**config.mk**
```make
export PLATFORM = sky130hd
export DESIGN_NAME = jlsemi_util_clkdiv_prog
export DESIGN_NICKNAME = d
export VERILOG_FILES = /design/src/rtl/jlsemi_util_clkdiv_prog.sv
export SDC_FILE = /design/constraint.sdc
export NUM_CORES = 1
export LEC_CHECK = 0
export CORE_ASPECT_RATIO = 2
export CORE_UTILIZATION = 48
export CTS_CLUSTER_SIZE = 25
export DETAILED_ROUTE_END_ITERATION = 16
export HOLD_SLACK_MARGIN = 0.05
export MAX_ROUTING_LAYER = met4
export PLACE_DENSITY = 0.72
export SLEW_MARGIN = 0
export SYNTH_ARGS = -nofsm -noshare
export SYNTH_HDL_FRONTEND = slang
export SYNTH_SLANG_ARGS = --single-unit
```
**constraint.sdc**
```tcl
create_clock -name clk_in -period 0.8 [get_ports clk_in]
set_input_delay 0.16 -clock clk_in [delete_from_list [all_inputs] [get_ports clk_in]]
set_output_delay 0.16 -clock clk_in [all_outputs]
set_load 0.02 [all_outputs]
```
**src/rtl/jlsemi_util_clkdiv_prog.sv**
```systemverilog
`timescale 1ns/1ps
// Runtime-programmable integer clock divider (50% duty, odd or even ratio) with a
// phase-shifted companion output; ratio/phase changes take effect at a period boundary.
module jlsemi_util_clkdiv_prog #(
    parameter int DIV_W     = 4,
    parameter int PHASE_W   = 2,
    parameter int DIV_RST   = 3,
    parameter int PHASE_RST = 0
) (
    input  logic               clk_in,
    input  logic               rstn_in,
    input  logic               dft_stuck_at_mode,
    input  logic               dft_tpi_clk,
    input  logic               dft_clkdiv_rstn_ctrl,
    input  logic               dft_clkdiv_scan_rstn,
    input  logic               dft_scan_en,
    input  logic [DIV_W-1:0]   rf_div_ratio,
    input  logic [PHASE_W-1:0] rf_div_phase,
    input  logic               rf_div_update,
    output logic               clk_out,
    output logic               clk_out_phase,
    output logic               div_busy,
    output logic               div_update_ack,
    output logic               div_cfg_err
);

    localparam logic [DIV_W-1:0]   LP_DIV_RST = DIV_W'(DIV_RST);
    localparam logic [PHASE_W-1:0] LP_PH_RST  = PHASE_W'(PHASE_RST);
    localparam logic [DIV_W-1:0]   LP_ONE     = DIV_W'(1);

    logic               w_rstn_async;
    logic               w_rstn;
    logic [1:0]         r_rst_sync;

    logic [DIV_W-1:0]   r_cnt;
    logic [DIV_W-1:0]   r_n_act;
    logic [PHASE_W-1:0] r_p_act;
    logic [DIV_W-1:0]   r_n_shd;
    logic [PHASE_W-1:0] r_p_shd;
    logic               r_busy;
    logic               r_ack;
    logic               r_err;
    logic               r_odd;
    logic               r_qp;
    logic               r_qn;
    logic               r_qpp;
    logic               r_qpn;

    logic               w_req;
    logic               w_bad;
    logic               w_req_ok;
    logic               w_wrap;
    logic               w_apply;
    logic [DIV_W-1:0]   w_n_nxt;
    logic [PHASE_W-1:0] w_p_nxt;
    logic [DIV_W-1:0]   w_p_ext;
    logic [DIV_W-1:0]   w_cnt_nxt;
    logic [DIV_W-1:0]   w_pcnt_nxt;
    logic [DIV_W-1:0]   w_half_nxt;
    logic               w_clk_div;
    logic               w_clk_ph;

    // Reset asserts asynchronously, releases two clk_in edges later
    assign w_rstn_async = dft_clkdiv_rstn_ctrl ? dft_clkdiv_scan_rstn : rstn_in;

    always_ff @(posedge clk_in or negedge w_rstn_async) begin
        if (!w_rstn_async) r_rst_sync <= 2'b00;
        else               r_rst_sync <= {r_rst_sync[0], 1'b1};
    end

    assign w_rstn = r_rst_sync[1];

    assign w_req    = rf_div_update & ~dft_scan_en;
    assign w_bad    = (rf_div_ratio < DIV_W'(2)) | (DIV_W'(rf_div_phase) >= rf_div_ratio);
    assign w_req_ok = w_req & ~w_bad;
    assign w_wrap   = (r_cnt == r_n_act - LP_ONE);
    assign w_apply  = w_wrap & r_busy;

    // Duty decisions use the next-cycle count and setting so each flop is
    // high exactly while its count sits below half the ratio
    assign w_n_nxt    = w_apply ? r_n_shd : r_n_act;
    assign w_p_nxt    = w_apply ? r_p_shd : r_p_act;
    assign w_p_ext    = DIV_W'(w_p_nxt);
    assign w_cnt_nxt  = w_wrap ? '0 : r_cnt + LP_ONE;
    assign w_half_nxt = w_n_nxt >> 1;
    assign w_pcnt_nxt = (w_cnt_nxt >= w_p_ext) ? (w_cnt_nxt - w_p_ext)
                                               : (w_cnt_nxt + w_n_nxt - w_p_ext);

    always_ff @(posedge clk_in or negedge w_rstn) begin
        if (!w_rstn) begin
            r_cnt   <= LP_DIV_RST - LP_ONE;
            r_n_act <= LP_DIV_RST;
            r_p_act <= LP_PH_RST;
            r_n_shd <= LP_DIV_RST;
            r_p_shd <= LP_PH_RST;
            r_busy  <= 1'b0;
            r_ack   <= 1'b0;
            r_err   <= 1'b0;
            r_odd   <= LP_DIV_RST[0];
            r_qp    <= 1'b0;
            r_qpp   <= 1'b0;
        end else begin
            r_cnt   <= w_cnt_nxt;
            r_n_act <= w_n_nxt;
            r_p_act <= w_p_nxt;
            r_odd   <= w_n_nxt[0];
            r_qp    <= (w_cnt_nxt < w_half_nxt);
            r_qpp   <= (w_pcnt_nxt < w_half_nxt);
            r_ack   <= w_apply;
            r_err   <= w_req & w_bad;
            if (w_req_ok) begin
                r_n_shd <= rf_div_ratio;
                r_p_shd <= rf_div_phase;
            end
            // A request landing on the apply edge stays pending for the next boundary
            if (w_req_ok)     r_busy <= 1'b1;
            else if (w_apply) r_busy <= 1'b0;
        end
    end

    // Odd gating is folded into the negedge flop so a ratio change never
    // truncates a half-period extension already in flight
    always_ff @(negedge clk_in or negedge w_rstn) begin
        if (!w_rstn) begin
            r_qn  <= 1'b0;
            r_qpn <= 1'b0;
        end else begin
            r_qn  <= r_qp & r_odd;
            r_qpn <= r_qpp & r_odd;
        end
    end

    assign w_clk_div = r_qp | r_qn;
    assign w_clk_ph  = r_qpp | r_qpn;

    assign clk_out        = dft_stuck_at_mode ? dft_tpi_clk : w_clk_div;
    assign clk_out_phase  = dft_stuck_at_mode ? dft_tpi_clk : w_clk_ph;
    assign div_busy       = r_busy;
    assign div_update_ack = r_ack;
    assign div_cfg_err    = r_err;

endmodule

```
==> results.md <==
* Status: finished, violations left
* Failing checks: negative setup slack
* Reg2Reg Depth at 18
* # clock sinks at 25
* Max_cap viols at 0
* GRT busiest layer: met2
* Crit-path cells: inv_2, ha_4, xor2_4, nand3_2, nor2_4, nand2_4, mux2_4, ha_4, buf_4, nand2_1, nor3_1, a211oi_2, mux2_4, ha_4, o21ai_4, a221oi_2, o22ai_1, and4_1
* Most frequent cells in the layout: buf_4, buf_6, dfrtp_1
* Die footprint at approximately 3900 um^2
* Most common cell after layout, fill and taps aside: buf_4
* Share of layout cells above drive strength 1 at 61.8%
* Placed inst area at 2570 um^2
* Layout fillers at 141
* Setup WS pre-CTS at -3.09 ns
* Worst-Skew Late Latency at 0.29 ns
* Root buffer cell: clkbuf_8
* CP delay by family, top: simple AND/OR/NAND/NOR gates
* Peak Freq at between 200 and 300 MHz
* DR DRC count at 0
* Fin crit share at 498%
* M2 GR Usage at 64.8%
* FF/Latch Area at approximately 630 um^2
* Total GRT Usage at 34.8%
* Initial antenna violation count at 0
* Hold buffer count at cts at 0
* Met3 Use GR at 4.98%
* Starting Density at 50.6%
* Crit end category: register
* H-tree depth at 1
* Worst EP required at between 0.9 and 1 ns
* M1 GR Usage at 32.5%
* Fin nets at 303
* Core area at 3420 um^2
* Antenna diodes at 0
* Via count at 1783
* Row Count at 30
* Die height at 86.9 um
* GRT Residual Overflow at 0
* Crit path kind: register to register
* Vias in the first global route at 1964
* TritonCTS clock tree: yes
* Tmin final at 3.98 ns
* DR iter-0 viols at between 70 and 80
* First-pass GRT wire length at 9350 um
* Max clock buf depth at 2
* Post-synth ARST share at 100%
* Max Slew Vio Count at 0
* Primary FF master, synth: dfrtp_1
* Synthesis Warnings at 0
* RePlAce Congestion at slightly above 0.9
* Fin Setup TNS at -25.15 ns
* Worst Path Max Fanout at 4
* Crit path launch type: register
* Cell mode on critical path: ha_4
* CTS Buf Count at 3
* Multi-input gate area at 1300 um^2
* DR pass1 iterations at 4
* Slowest stage cell, crit path: dfstp_2
* CP Buf/Inv Count at 2
* DP HPWL at approximately 3900 um
* RSZ-0062 raised after global routing: yes
* #FFs+latches synth at 25
* Post-synth cell types at approximately 60
* DRT Wirelength at 6620 um
* Final setup fails at 28
* Final WS setup at -3.18 ns
* Hold Fails Final Rpt at 0
* Per-cell routed wire length at 20.7 um
* Final instance area at 3050 um^2
* CP max stage delay at ~0.57 ns
* Via-to-Cell Ratio at approximately 5.6
* Sequential share of the synthesized area at 36.6%
* Netlist Area Pre-Place at 1730 um^2
* Post-Syn Instances at 168
* Layout Skew at approximately 0.017 ns
* Io pins at 19
* Worst min path class: register to asynchronous set/reset pin
* Crit path DAT at 4.15 ns
* Avg Inst Size Synth at 10.3 um^2
* Area Growth Syn to Fin at 76.4%
* ANT nets after route at 0
* Clock Pin Slew Worst Setup and Hold Paths at 0.11 ns
* Post-synth EDFFs at 0
* Die Span X at 44.4 um
* Crit. path cell count at 18
* IO buf count at 18
* Largest net degree at the start of global routing at 18
* Post-synth net total at 198
logic make-up after synthesis:
kind of cell | share of synthesized area [%]
buffers and inverters | 5.07
and+or+nand+nor | 17.8
other | 0.217
DFF | 36.6
xor gates and xnor gates | 8.26
AOI/OAI and AO/OA | 13.5
muxes | 6.59
adders and majority gates | 12.0
cells in the mapped netlist (3+ instances only):
cell / count / area share (%)
o21ai_0: 6 / 1.7
xor2_1: 9 / 4.6
dfrtp_1: 18 / 26
inv_1: 15 / 3.3
and2_1: 5 / 1.8
a21oi_1: 5 / 1.4
dfstp_2: 5 / 7.6
nor2b_1: 3 / 1.1
nand2_1: 8 / 1.7
nor3_1: 7 / 2.0
nand3_1: 3 / 0.87
nor2_1: 9 / 2.0
inv_2: 3 / 0.65
mux2_2: 4 / 2.6
ha_1: 15 / 11
what timing repair did:
item                                    4_1_cts  5_1_grt
buffers inserted                             18        7
hold endpoints to repair                      0        0
pin swaps                                    23       11
endpoints found under the setup margin       28       28
gates resized for setup                      99        9
stage by stage:
stage                     hold slack (ns)  cells  util, %
after floorplan                   -0.0130    168        -
after global placement              0.100    294     75.2
after detailed placement            0.103    294     75.2
after CTS                           0.113    313     86.5
after global routing                0.116    320     89.2
final                               0.111    320     89.2
worst reg2reg max path: cells and delay by family, from the launching register on:
family	cells	cell delay, ns
AO/OA/AOI/OAI	4	0.49
multiplexers	2	0.66
AND/OR/NAND/NOR	6	0.95
buffers and inverters	2	0.19
flip-flops	1	0.57
XOR/XNOR	1	0.16
adder cells (fa/ha/maj)	3	0.86
registers in the layout, summed over array words and instances (netlist names):
signal          flops
r_cnt               4
r_n_shd             4
r_n_act             4
r_p_shd             2
div_busy            1
r_qpn               1
r_rst_sync          2
div_update_ack      1
r_p_act             2
r_qp                1
div_cfg_err         1
r_qn                1
r_qpp               1
routing by layer:
metal  part of all wire [%]  routed length (um)
met2                     56                3680
met3                    2.9                 193
met5                      0                   0
met4                    5.9                 393
met1                     35                2350
worst paths after layout:
check                                 from    endpoint  slack (ns)
max                             r_n_act[1]       r_qpp       -3.18
min                          r_rst_sync[1]        r_qp        0.11
max reg2reg                     r_n_act[1]       r_qpp       -3.18
min reg2reg                  r_rst_sync[1]        r_qp        0.11
max in group asynchronous    r_rst_sync[1]        r_qn        0.21
min in group clk_in        rf_div_ratio[0]  r_n_shd[0]        0.12
layout make-up:
cell class	count	area share, %
clock inverter	1	0.287
sequential	25	20.8
clock buffer	3	1.35
multi-input combinational	122	42.7
timing repair buffer	103	29.9
tap	48	1.97
inverter	18	2.96
Power is left out: the tool's default activity adds up to more than one toggle a clock period on the data nets, which glitch-free logic cannot reach.
==> patch 1 (same settings) <==
The parameter `DIV_W` goes from 4 to 5.
--- a/src/rtl/jlsemi_util_clkdiv_prog.sv
+++ b/src/rtl/jlsemi_util_clkdiv_prog.sv
@@ -2,7 +2,7 @@
 // Runtime-programmable integer clock divider (50% duty, odd or even ratio) with a
 // phase-shifted companion output; ratio/phase changes take effect at a period boundary.
 module jlsemi_util_clkdiv_prog #(
-    parameter int DIV_W     = 4,
+    parameter int DIV_W     = 5,
     parameter int PHASE_W   = 2,
     parameter int DIV_RST   = 3,
     parameter int PHASE_RST = 0
Ports: changed (resized rf_div_ratio); port bits go from 19 to 20. No check against the original RTL was run, so the function may have changed too.
==> patch 1 against the original RTL <==
Die area up 7.8%. First-iteration DRC count fell by 40%. Sequential cell count up 3. Largest cell class unchanged. Critical path depth is 1 lower. Maximum frequency increased by 0.46%. The run still ends with negative setup slack left. Count of clock-buffer cells in the layout unchanged. Area after synthesis is 8.1% higher. Worst setup slack improved by 18 ps. Design area fell by 1.9%. Wire length decreased by 8.4%. Via count is 4.3% lower. Cell count fell by 1.3%.
Power is left out: the tool's default activity adds up to more than one toggle a clock period on the data nets, which glitch-free logic cannot reach.
==> patch 1: results (changes against the original RTL) <==
| Metric | Value |
|---|---|
| Mapped Nets | 217 (+9.6%) |
| Main area contributors after synthesis | dfrtp_1 28%, ha_1 13%, dfstp_2 7.0%, xnor2_1 5.6%, inv_1 4.2% |
| Port-buffer cells | 19 (+1) |
| Post-detail-place hpwl | 4018 µm (+2.4%) |
| GPL Wtd Cong | 0.8910 (-1.5%) |
| CP Max Fanout | 5 (+1) |
| Post-synth top area share | 28.13% (+2.1 points) |
| Final WS setup | -3163 ps (+18.20 ps) |
| Mux cell area share after synthesis | 7.569% (+0.98 points) |
| Status | finished, violations left |
| First-pass GRT wire length | 8500 µm (-9.1%) |
| Syn_area_per_cell | 10.26 µm² (-0.21%) |
| Layout cell share with drive strength beyond 1 | 54.68% (-7.1 points) |
| Routed length on met2 | 3510 µm (-4.7%) |
| Failing checks | negative setup slack |
| Largest net degree at the start of global routing | 17 (-1) |
| Grt met1 use | 26.92% (-5.6 points) |
| Placed cell area | 2587 µm² (+0.68%) |
| Met3 usage | 3.012% (-2.0 points) |
| Met2 Use GR | 54.11% (-11 points) |
| Area share of fa/ha/maj cells after synthesis | 13.80% (+1.8 points) |
| Min-Delay Path Class | in2reg |
| Metal-1 WL | 2044 µm (-13%) |
| Family with the most delay on the worst path | adder cells |
| 1st-iter DRT viols | 46 (-40%) |
| Setup repair bufs after CTS | 12 (-6) |
| Resized Gates After CTS | 91 (-8.1%) |
| Global Route Usage Sum | 29.80% (-5.0 points) |
| DP Cell Count | 298 (+1.4%) |
| DP Worst Slack | -3052 ps (+35.57 ps) |
| Wire length per cell | 19.19 µm (-7.2%) |
| # setup viols final | 31 (+11%) |
| TNS Setup | -29730 ps (-4575 ps) |
| Post-synth top cells | 21 x dfrtp_1, 21 x inv_1, 19 x ha_1, 13 x nor2_1 |
| Worst clock skew | 10.98 ps (-5.883 ps) |
| Routed vias | 1706 (-4.3%) |
| Xor/xnor share of the synthesized area | 8.841% (+0.59 points) |
| Routed wl met3 | 148 µm (-23%) |
| Post-synthesis compound-gate area fraction | 13.80% (+0.33 points) |
==> patch 1: path summary, 6_finish.rpt <==
path	from	to	slack [ps]	cells past startpoint
worst max-delay path	r_n_act[1]$_DFF_PN1_	r_qpp$_DFF_PN0_	-3160	17
worst min-delay path	rf_div_phase[0]	r_p_shd[0]$_DFFE_PN0P_	110	3
worst max register to register	r_n_act[1]$_DFF_PN1_	r_qpp$_DFF_PN0_	-3160	17
worst min register to register	r_rst_sync[1]$_DFF_PN0_	r_n_act[4]$_DFF_PN0_	310	1
max in group asynchronous	r_rst_sync[1]$_DFF_PN0_	r_qpn$_DFF_NN0_	230	0
min in group asynchronous	rstn_in	r_rst_sync[1]$_DFF_PN0_	150	2
==> patch 1: layout make-up <==
| type | instances | area, µm² |
|---|---|---|
| multi-input combinational | 130 | 1281 |
| clock inverter | 1 | 30.03 |
| sequential | 28 | 710.7 |
| clock buffer | 3 | 41.29 |
| inverter | 21 | 96.34 |
| timing repair buffer | 84 | 768.2 |
| fill | 216 | 695.7 |
| tap | 49 | 61.31 |
==> patch 2 (same settings) <==
Without the edit above. Add an input register stage for `dft_stuck_at_mode`, `rf_div_ratio`, `rf_div_phase` and `rf_div_update`, without a reset; this delays them by one clock. The other inputs are not delayed to match.
--- a/src/rtl/jlsemi_util_clkdiv_prog.sv
+++ b/src/rtl/jlsemi_util_clkdiv_prog.sv
@@ -27,6 +27,18 @@
     localparam logic [DIV_W-1:0]   LP_DIV_RST = DIV_W'(DIV_RST);
     localparam logic [PHASE_W-1:0] LP_PH_RST  = PHASE_W'(PHASE_RST);
     localparam logic [DIV_W-1:0]   LP_ONE     = DIV_W'(1);
+
+    logic dft_stuck_at_mode_q;
+    logic [DIV_W-1:0] rf_div_ratio_q;
+    logic [PHASE_W-1:0] rf_div_phase_q;
+    logic rf_div_update_q;
+
+    always_ff @(posedge clk_in) begin
+        dft_stuck_at_mode_q <= dft_stuck_at_mode;
+        rf_div_ratio_q      <= rf_div_ratio;
+        rf_div_phase_q      <= rf_div_phase;
+        rf_div_update_q     <= rf_div_update;
+    end
 
     logic               w_rstn_async;
     logic               w_rstn;
@@ -70,8 +82,8 @@
 
     assign w_rstn = r_rst_sync[1];
 
-    assign w_req    = rf_div_update & ~dft_scan_en;
-    assign w_bad    = (rf_div_ratio < DIV_W'(2)) | (DIV_W'(rf_div_phase) >= rf_div_ratio);
+    assign w_req    = rf_div_update_q & ~dft_scan_en;
+    assign w_bad    = (rf_div_ratio_q < DIV_W'(2)) | (DIV_W'(rf_div_phase_q) >= rf_div_ratio_q);
     assign w_req_ok = w_req & ~w_bad;
     assign w_wrap   = (r_cnt == r_n_act - LP_ONE);
     assign w_apply  = w_wrap & r_busy;
@@ -109,8 +121,8 @@
             r_ack   <= w_apply;
             r_err   <= w_req & w_bad;
             if (w_req_ok) begin
-                r_n_shd <= rf_div_ratio;
-                r_p_shd <= rf_div_phase;
+                r_n_shd <= rf_div_ratio_q;
+                r_p_shd <= rf_div_phase_q;
             end
             // A request landing on the apply edge stays pending for the next boundary
             if (w_req_ok)     r_busy <= 1'b1;
@@ -133,8 +145,8 @@
     assign w_clk_div = r_qp | r_qn;
     assign w_clk_ph  = r_qpp | r_qpn;
 
-    assign clk_out        = dft_stuck_at_mode ? dft_tpi_clk : w_clk_div;
-    assign clk_out_phase  = dft_stuck_at_mode ? dft_tpi_clk : w_clk_ph;
+    assign clk_out        = dft_stuck_at_mode_q ? dft_tpi_clk : w_clk_div;
+    assign clk_out_phase  = dft_stuck_at_mode_q ? dft_tpi_clk : w_clk_ph;
     assign div_busy       = r_busy;
     assign div_update_ack = r_ack;
     assign div_cfg_err    = r_err;
Check against the original RTL: not checked (the comparison handles one clock edge and no latches or derived clocks); the edit may change what the design does.
==> patch 2 against the original RTL <==
The flow still finishes with violations (negative setup slack). Worst setup slack better by 11 ps. Sequential share of layout area is 4.6 points higher. Worst hold slack worse by 2.9 ps. Clock skew is 3.6 ps lower. Wire length is 1.5% higher. Maximum frequency is 0.28% higher. Critical endpoint unchanged. Sequential cell count is 8 higher. Design area is 2.9% higher. Global-route usage is 0.48 points lower. Area after synthesis is 9.4% higher.
Power is left out: the tool's default activity adds up to more than one toggle a clock period on the data nets, which glitch-free logic cannot reach.
==> patch 2: results (changes against the original RTL) <==
| Metric | Value |
|---|---|
| Status | finished, violations left |
| Failing checks | negative setup slack |
| Worst EP arrival | 4160 ps (about the same) |
| H-tree lvl count | 2 (+1) |
| TNS Setup | -27370 ps (-2224 ps) |
| Drt pass-1 iters | 4 (unchanged) |
| Count of different cell masters after synthesis | 60 (+1.7%) |
| Aggregate routed wire length | 6716 µm (+1.5%) |
| Yosys warnings | 0 (unchanged) |
| Slowest cell on crit path | dfstp_2 |
| Ys async rst share | 75.76% (-24 points) |
| Layout cell share with drive strength beyond 1 | 59.85% (-1.9 points) |
| Post-detail-place hpwl | 4006 µm (+2.1%) |
| WHS | 107.8 ps (-2.939 ps) |
| Main area contributors after synthesis | dfrtp_1 24%, ha_1 9.9%, dfxtp_1 8.5%, dfstp_2 6.9%, xor2_1 4.2% |
| Final WS setup | -3170 ps (+10.99 ps) |
| Largest net degree at the start of global routing | 17 (-1) |
| DP Cell Count | 299 (+1.7%) |
| Total CTS buffers | 5 (+2) |
| Synth Instances | 178 (+6.0%) |
| Min-Delay Path Class | reg2async |
| Wire length per cell | 20.79 µm (+0.55%) |
| Worst-path clk slew | 90 ps (-20 ps) |
| Worst clock skew | 13.31 ps (-3.552 ps) |
| 1st-iter DRT viols | 54 (-30%) |
| Vias in the first global route | 2023 (+3.0%) |
| Fill cell count | 180 (+28%) |
| First-pass GRT wire length | 9846 µm (+5.3%) |
| GPL Wtd Cong | 0.9462 (+4.6%) |
| Global Route Usage Sum | 34.30% (-0.48 points) |
| Mapped Nets | 208 (+5.1%) |
| Routed vias | 1806 (+1.3%) |
| Post-synth top cells | 18 x dfrtp_1, 15 x ha_1, 15 x inv_1, 11 x nand2_1 |
| # setup viols final | 28 (unchanged) |
| Sequential element share of the synthesized area | 41.89% (+5.3 points) |
[patch 2: path summary, 6_finish.rpt]
check,cells past startpoint,from,endpoint
min,0,r_rst_sync[1]$_DFF_PN0_,r_n_act[3]$_DFF_PN0_
min reg2reg,0,r_rst_sync[1]$_DFF_PN0_,r_n_act[3]$_DFF_PN0_
max,16,r_n_act[1]$_DFF_PN1_,r_qpp$_DFF_PN0_
min in group clk_in,1,rf_div_ratio[2],rf_div_ratio_q[2]$_DFF_P_
max reg2reg,16,r_n_act[1]$_DFF_PN1_,r_qpp$_DFF_PN0_
max in group asynchronous,0,r_rst_sync[1]$_DFF_PN0_,r_qpn$_DFF_NN0_
[patch 2: logic make-up (layout without fill, tap and decap cells)]
kind of cell,after synthesis,in the layout,synth area share (%)
muxes,9,9,6.022
adders and majority gates,16,16,10.99
xor gates and xnor gates,13,13,7.545
DFF,33,33,41.89
buffers and inverters,21,117,4.632
AOI/OAI and AO/OA,31,31,11.85
other,1,1,0.1984
and+or+nand+nor,54,54,16.88
[patch 2: worst max-delay path, delay by kind of cell (launching register included)]
| kind | cells | cell delay (ps) |
|---|---|---|
| flops | 1 | 560 |
| compound gates | 2 | 380 |
| buf+inv | 2 | 100 |
| xor+xnor | 1 | 170 |
| mux | 2 | 630 |
| simple gates | 4 | 600 |
| fa+ha+maj | 5 | 1420 |
[patch 2: area by class of cell]
class,count,area (µm²),area share (%)
multi-input cells,124,1287,41.04
flip-flops and latches,33,797.0,25.41
repair buffers,91,780.7,24.89
inverters,18,72.57,2.314
clock buffers,5,68.82,2.194
clock inverters,3,68.82,2.194
well taps,49,61.31,1.955
[patch 2: timing repair]
action,in CTS,in global routing
gates resized for setup,63,20
endpoints found under the setup margin,28,28
hold buffers,0,0
pin swaps,16,13
setup buffers,14,8
[patch 2: per-stage QoR]
stage,area [µm²],setup slack (ps)
after floorplan,1998,-2975
after global placement,2660,-2935
after global routing,3137,-3218
after CTS,3025,-3033
after detailed placement,2660,-3092
final,3137,-3170
[patch 2: metal layers]
metal,routed length [µm],GRT usage (%),up-vias
met5,0,-,-
li1,-,-,809
met3,248,5.800,32
met1,2188,32.47,886
met4,349,20.34,0
met2,3930,59.03,79
